$ cat config.mk
export PLATFORM = sky130hd
export DESIGN_NAME = sr_cmd_seq
export DESIGN_NICKNAME = d
export VERILOG_FILES = /design/src/rtl/sr_cmd_seq.sv
export SDC_FILE = /design/constraint.sdc
export NUM_CORES = 1
export LEC_CHECK = 0
export ABC_AREA = 1
export CORE_AREA = 3 3 90 92
export CTS_BUF_LIST = sky130_fd_sc_hd__clkbuf_4 sky130_fd_sc_hd__clkbuf_8
export CTS_CLUSTER_DIAMETER = 40
export DETAILED_ROUTE_END_ITERATION = 10
export DIE_AREA = 0 0 93 95
export PLACE_DENSITY = 0.45
export SLEW_MARGIN = 30
export SYNTH_ARGS = -nofsm -noshare
export SYNTH_HDL_FRONTEND = slang
export SYNTH_SLANG_ARGS = --single-unit
export TNS_END_PERCENT = 100
$ cat constraint.sdc
create_clock -name clk -period 2 [get_ports clk]
set_clock_uncertainty 0.05 [all_clocks]
set_input_delay 0.6 -clock clk [delete_from_list [all_inputs] [get_ports clk]]
set_output_delay 0.6 -clock clk [all_outputs]
set_load 0.05 [all_outputs]
$ cat src/rtl/sr_cmd_seq.sv
// Command sequencer for an sr_ff: buffers HOLD/CLEAR/SET/TOGGLE commands, issues each
// as a one-cycle s/r pulse plus a settle cycle, and checks q/qb against a shadow model.
module sr_cmd_seq #(
    parameter int DEPTH = 4,
    parameter int CNT_W = 8
) (
    input  logic             clk,
    input  logic             rst_n,
    input  logic             cmd_valid,
    output logic             cmd_ready,
    input  logic [1:0]       cmd,
    input  logic             q,
    input  logic             qb,
    output logic             s,
    output logic             r,
    output logic             exp_q,
    output logic             exp_valid,
    output logic             busy,
    output logic             err,
    output logic [CNT_W-1:0] err_cnt
);

    localparam int AW = $clog2(DEPTH);

    localparam logic [1:0] CMD_HOLD   = 2'b00;
    localparam logic [1:0] CMD_CLEAR  = 2'b01;
    localparam logic [1:0] CMD_SET    = 2'b10;
    localparam logic [1:0] CMD_TOGGLE = 2'b11;

    typedef enum logic [1:0] {
        IDLE,
        DRIVE,
        SETTLE
    } state_t;

    state_t state, state_nxt;

    logic [1:0]  mem [DEPTH];
    logic [AW:0] wr_ptr, rd_ptr;
    logic [1:0]  head;
    logic [1:0]  cur_cmd;
    logic        empty, full, push, pop;
    logic        s_nxt, r_nxt;
    logic        mismatch;

    // Extra pointer bit separates full from empty when the index bits match.
    assign empty     = (wr_ptr == rd_ptr);
    assign full      = (wr_ptr[AW] != rd_ptr[AW]) && (wr_ptr[AW-1:0] == rd_ptr[AW-1:0]);
    assign cmd_ready = !full;
    assign push      = cmd_valid && !full;
    assign head      = mem[rd_ptr[AW-1:0]];
    assign busy      = (state != IDLE) || !empty;
    assign mismatch  = (q != exp_q) || (qb != ~q);

    always_comb begin
        state_nxt = state;
        pop       = 1'b0;
        s_nxt     = 1'b0;
        r_nxt     = 1'b0;
        case (state)
            IDLE, SETTLE: begin
                if (!empty) begin
                    state_nxt = DRIVE;
                    pop       = 1'b1;
                    s_nxt     = head[1];
                    r_nxt     = head[0];
                end else begin
                    state_nxt = IDLE;
                end
            end
            DRIVE:   state_nxt = SETTLE;
            default: state_nxt = IDLE;
        endcase
    end

    always_ff @(posedge clk or negedge rst_n) begin
        if (!rst_n) begin
            state <= IDLE;
        end else begin
            state <= state_nxt;
        end
    end

    always_ff @(posedge clk) begin
        if (push) begin
            mem[wr_ptr[AW-1:0]] <= cmd;
        end
    end

    always_ff @(posedge clk or negedge rst_n) begin
        if (!rst_n) begin
            wr_ptr <= '0;
            rd_ptr <= '0;
        end else begin
            if (push) begin
                wr_ptr <= wr_ptr + (AW+1)'(1);
            end
            if (pop) begin
                rd_ptr <= rd_ptr + (AW+1)'(1);
            end
        end
    end

    // s/r are registered so sr_ff sees clean pulses; cur_cmd remembers what was issued.
    always_ff @(posedge clk or negedge rst_n) begin
        if (!rst_n) begin
            s       <= 1'b0;
            r       <= 1'b0;
            cur_cmd <= CMD_HOLD;
        end else begin
            s <= s_nxt;
            r <= r_nxt;
            if (pop) begin
                cur_cmd <= head;
            end
        end
    end

    always_ff @(posedge clk or negedge rst_n) begin
        if (!rst_n) begin
            exp_q     <= 1'b0;
            exp_valid <= 1'b0;
        end else if (state == DRIVE) begin
            case (cur_cmd)
                CMD_SET: begin
                    exp_q     <= 1'b1;
                    exp_valid <= 1'b1;
                end
                CMD_CLEAR: begin
                    exp_q     <= 1'b0;
                    exp_valid <= 1'b1;
                end
                CMD_TOGGLE: exp_q <= ~exp_q;
                default: ;
            endcase
        end
    end

    // q is only trusted once a SET or CLEAR has given the flop a known value.
    always_ff @(posedge clk or negedge rst_n) begin
        if (!rst_n) begin
            err     <= 1'b0;
            err_cnt <= '0;
        end else begin
            err <= 1'b0;
            if (state == SETTLE && exp_valid && mismatch) begin
                err <= 1'b1;
                if (err_cnt != {CNT_W{1'b1}}) begin
                    err_cnt <= err_cnt + CNT_W'(1);
                end
            end
        end
    end

endmodule

# Word-level counts from Yosys, hierarchy flattened
# Memories as Yosys holds them, arrays and structs flattened.
# Cells that the tools add are included.
# W data, S select, Z words.
dict set report totals {
  inputBits 7
  mem_bits_rw 8
  regBits 23
  memories 1
}
dict set report classes {
  n_reduce_logical 16
  bitwise_logic 2
  eq_ne 11
  n_mux 12
  n_addsub 3
}
# memory words word_bits read_ports rd_clocked_by_memory_dff write_ports line
set mem_list {}
lappend mem_list {mem 4 2 1 0 1 38} ;# logic [1:0] mem [DEPTH];
# operator n
set op_table {}
lappend op_table {{$mux W1} 10}
lappend op_table {{$add A8 B1 Y8 const B} 1}
lappend op_table {{$ne A8 B8 Y1 const B} 1}
lappend op_table {{$add A3 B1 Y3 const B} 2}
lappend op_table {{$eq A2 B2 Y1 const B} 3}
lappend op_table {{$reduce_and A2 Y1} 3}
lappend op_table {{$eq A2 B1 Y1 const B} 2}
lappend op_table {{$logic_and A1 B1 Y1} 4}
lappend op_table {{$pmux W2 S2} 1}
lappend op_table {{$reduce_or A2 Y1} 2}
lappend op_table {{$eq A3 B3 Y1} 1}
lappend op_table {{$ne A1 B1 Y1} 3}
lappend op_table {{$pmux W1 S3} 1}
lappend op_table {{$reduce_bool A3 Y1} 1}
lappend op_table {{$eq A2 B2 Y1} 1}
lappend op_table {{$logic_not A1 Y1} 2}
lappend op_table {{$logic_not A2 Y1} 1}
lappend op_table {{$logic_or A1 B1 Y1} 2}
lappend op_table {{$not A1 Y1} 2}
lappend op_table {{$reduce_bool A2 Y1} 1}

# Logic depth before layout (Yosys ltp)
dict set report depth {
  depth_word 6
  depth_mapped 8
  ltp_nobuf 8
}

# Worst setup path before layout
# Ideal clock, no wire load.
dict set report synth_timing {
  path_type {reg-to-output}
  startpoint {register rd_ptr[0]}
  endpoint {output busy}
  slack_ps 113
  t_arrival_ps 1237
  stages_incl_launch_ff 6
  required_time_ps 1350
  cell_sequence {dfrtp_1 buf_6 xnor2_4 nand3_4 nor2_1 nand2_1}
}
dict set report synth_via {
  elab_chain_cells 3
}
# item line
set synth_lines {}
lappend synth_lines {{from (decl)} 39} ;# logic [AW:0] wr_ptr, rd_ptr;
lappend synth_lines {{from (signal assigned)} 99} ;# rd_ptr <= rd_ptr + (AW+1)'(1);
lappend synth_lines {{$eq A3 B3 Y1} 47} ;# assign empty = (wr_ptr == rd_ptr);
lappend synth_lines {{$logic_not A1 Y1} n/a}
lappend synth_lines {{$logic_or A1 B1 Y1} 52} ;# assign busy = (state != IDLE) || !empty;
lappend synth_lines {{to (decl)} 18} ;# output logic busy,
# Every way passes these cells.

# Final worst setup path
dict set report layout_timing {
  startpoint {register rd_ptr[0]}
  endpoint {output cmd_ready}
}
dict set report layout_via {
  elab_chain_cells 3
}
# item line
set layout_lines {}
lappend layout_lines {{$eq A2 B2 Y1} 48} ;# assign full = (wr_ptr[AW] != rd_ptr[AW]) && (wr_ptr[AW-1:0] == rd_ptr[AW-1:0]);
lappend layout_lines {{$logic_and A1 B1 Y1} 48}
lappend layout_lines {{$logic_not A1 Y1} 49} ;# assign cmd_ready = !full;
lappend layout_lines {{to (decl)} 10} ;# output logic cmd_ready,
# Every way passes these cells.

==> flow_metrics.tcl <==
set metrics [dict create \
    cts_buffers 5 \
    final_common_cell "nand2_1" \
    fin_crit_ps 1980 \
    port_buffers 21 \
    post-dp-hpwl_um 2460 \
    synth_cell_types 23 \
    clkLatencyLatePin_ps 280 \
    status "finished, final reports clean" \
    ys_warn_count 0 \
    pwr-share-clk 0.188 \
    dpl.cell_count 325 \
    multiInputGateArea_sq_um 739 \
    p_switching_uw 1440 \
    syn2layout_area_growth_pct 32.4 \
    clock_sinks 31 \
    clkTransAtPathRegs_ps 70 \
    place_ws_ps 94.3 \
    ant_nets 0 \
    root_buffer "clkbuf_8" \
    layout_setup_ws_ps 16.6 \
    syn_nets 218 \
    cts_hold_buffers 0 \
    power_frac_comb 0.503 \
    leakage_uw 0.00117 \
    grt_pass1_vias 1299 \
    totalWireLength_um 3310 \
    holdCritPathClass "reg -> reg" \
    cp_max_fo 4 \
    fin_area_sq_mm 0.00224 \
    vias 1297 \
    drc_errors 0 \
    drt-pass1-iter-count 4 \
    die_y_um 95 \
    finalHoldViolCount 0 \
    syn_area_per_cell_sq_um 8.36 \
    grt_overflow 0 \
    rr_worst_depth 8 \
    sequentialPowerShare 0.309 \
    layout-drive-gt1-share 0.227 \
    startpoint_type "flip-flop" \
    drtIter0Drc 26 \
    arrival_ps 1330 \
    post_dp_cell_area_sq_mm 0.00204 \
    wl_per_cell_um 9.71 \
    critPathKind "reg -> out" \
    tightest_slew_ps 313 \
    grt_max_degree 24 \
    initial_utilization 0.232 \
    antenna_found_initial 0 \
    grt_pass1_wl_um 5910 \
    instances_no_fill 341 \
    p_per_area_mw_per_mm2 1510 \
    die_x_um 93 \
    slew_violations 0 \
    num_antenna_cells 0 \
    slew_headroom 0.791 \
    nets 257 \
    cts_tree "yes" \
    syn-cell-area_sq_mm 0.00169 \
    maxCapViolations 0 \
    fin_crit_sh 0.992 \
    rsz0062_at_grt "true" \
    ios 22 \
    ir_worst_vdd_mv 0.757 \
    p_sw_frac 0.426 \
    hold_depth 2 \
    ff_latch_area_sq_um 818 \
    rows 31 \
    final_cell_mix "nand2_1 (72), inv_1 (30), buf_4 (23), dfrtp_1 (21), nand3_1 (16)" \
    dieArea_sq_mm 0.00884 \
    gp_congestion 0.738 \
    max_freq_mhz 504 \
    r2r_slack_ps 410 \
    cp_data_required_time_ps 1350 \
    cp-end-kind "output pin" \
    n_fill_cell 804 \
    final-setup-viol-count 0 \
    hold_slack_ps 464 \
    coreArea_sq_mm 0.00729 \
    cts.path.max_buffers 2 \
    p_int_uw 1940 \
    syn_inst 202 \
    grt_use_total 0.0836 \
    htree_levels 2 \
    synth-seq-cells 31 \
    avgViaCountPerCell 3.80 \
    yosysSeqAreaShare 0.483 \
]
-- kinds of logic (layout without fill, tap and decap cells) --
| group | Yosys count | after routing | synth area share |
|---|---|---|---|
| buffers and inverters | 36 | 76 | 0.0852 |
| AND/OR/NAND/NOR | 118 | 118 | 0.320 |
| flip-flops | 31 | 31 | 0.483 |
| AO/OA/AOI/OAI | 4 | 4 | 0.0133 |
| XOR/XNOR | 4 | 4 | 0.0319 |
| adder cells (fa/ha/maj) | 9 | 9 | 0.0667 |
-- metrics by stage --
step | TNS, ps | util | total power, uW
after floorplan | 0 | - | 2170
after global routing | -113 | 0.307 | 3680
after global placement | 0 | 0.280 | 2600
after detailed placement | 0 | 0.280 | 2600
after CTS | -45.1 | 0.299 | 3290
final | 0 | 0.307 | 3380
-- registers in the layout, summed over array words and instances (netlist names) --
signal and cells:
cur_cmd 2, err 1, err_cnt 8, exp_q 1
exp_valid 1, mem 8, r 1, rd_ptr 3
s 1, state 2, wr_ptr 3
-- critical path: stages, from the launching register on --
cell	delay, ps
dfrtp_2	450
xnor2_4	210
buf_4	150
nand3_4	90
buf_12	160
-- area by class of cell --
cell class / count / share of cell area
Tap cell: 99 / 0.0554
Clock buffer: 6 / 0.0369
Timing Repair Buffer: 33 / 0.136
Multi-Input combinational cell: 135 / 0.331
Clock inverter: 2 / 0.0157
Sequential cell: 31 / 0.366
Inverter: 35 / 0.0593
-- cells in the mapped netlist --
cell type	n	share of area
nand2_1	75	0.17
inv_1	33	0.073
dfrtp_1	23	0.34
nand3_1	16	0.047
nor2_1	11	0.024
ha_1	9	0.067
edfxtp_1	8	0.14
nand4_1	4	0.015
nand3b_1	3	0.013
o21ai_0	3	0.0089
nand3_2	2	0.012
nand3_4	2	0.021
nor2_2	2	0.0074
xnor2_1	2	0.010
a21o_1	1	0.0044
buf_6	1	0.0067
clkinv_2	1	0.0030
inv_2	1	0.0022
nand2_2	1	0.0037
nand2_4	1	0.0067
nor3_1	1	0.0030
xnor2_4	1	0.016
xor2_1	1	0.0052
-- what timing repair did --
action | 4_1_cts | 5_1_grt
pin swaps | 1 | 2
endpoints found under the setup margin | 2 | 2
resized for setup | 3 | 7
buffers inserted | 2 | 6
-- per-layer routing --
| layer | share of wire | GRT usage | vias to the layer above |
|---|---|---|---|
| met1 | 0.48 | 0.101 | 571 |
| li1 | - | - | 701 |
| met5 | 0 | 0 | - |
| met3 | 0.049 | 0.0271 | 2 |
| met4 | 0.0045 | 0.0220 | 0 |
| met2 | 0.46 | 0.144 | 23 |
-- power by group through the flow --
stage | sequential (uW) | combinational (uW) | clock (uW)
after floorplan | 1240 | 932 | 0
after global placement | 1060 | 1530 | 0
after detailed placement | 1060 | 1530 | 0
after CTS | 1040 | 1590 | 656
after global routing | 1080 | 1920 | 686
final | 1040 | 1700 | 634
-- final timing paths --
| check | from | to |
|---|---|---|
| max | rd_ptr[0] | cmd_ready |
| min in group asynchronous | rst_n | cur_cmd[0] |
| max in group asynchronous | rst_n | rd_ptr[0] |
| min | cur_cmd[1] | cur_cmd[1] |
| min reg2reg | cur_cmd[1] | cur_cmd[1] |
| max reg2reg | wr_ptr[1] | mem[2][1] |
(Power assumes the default switching activity.)
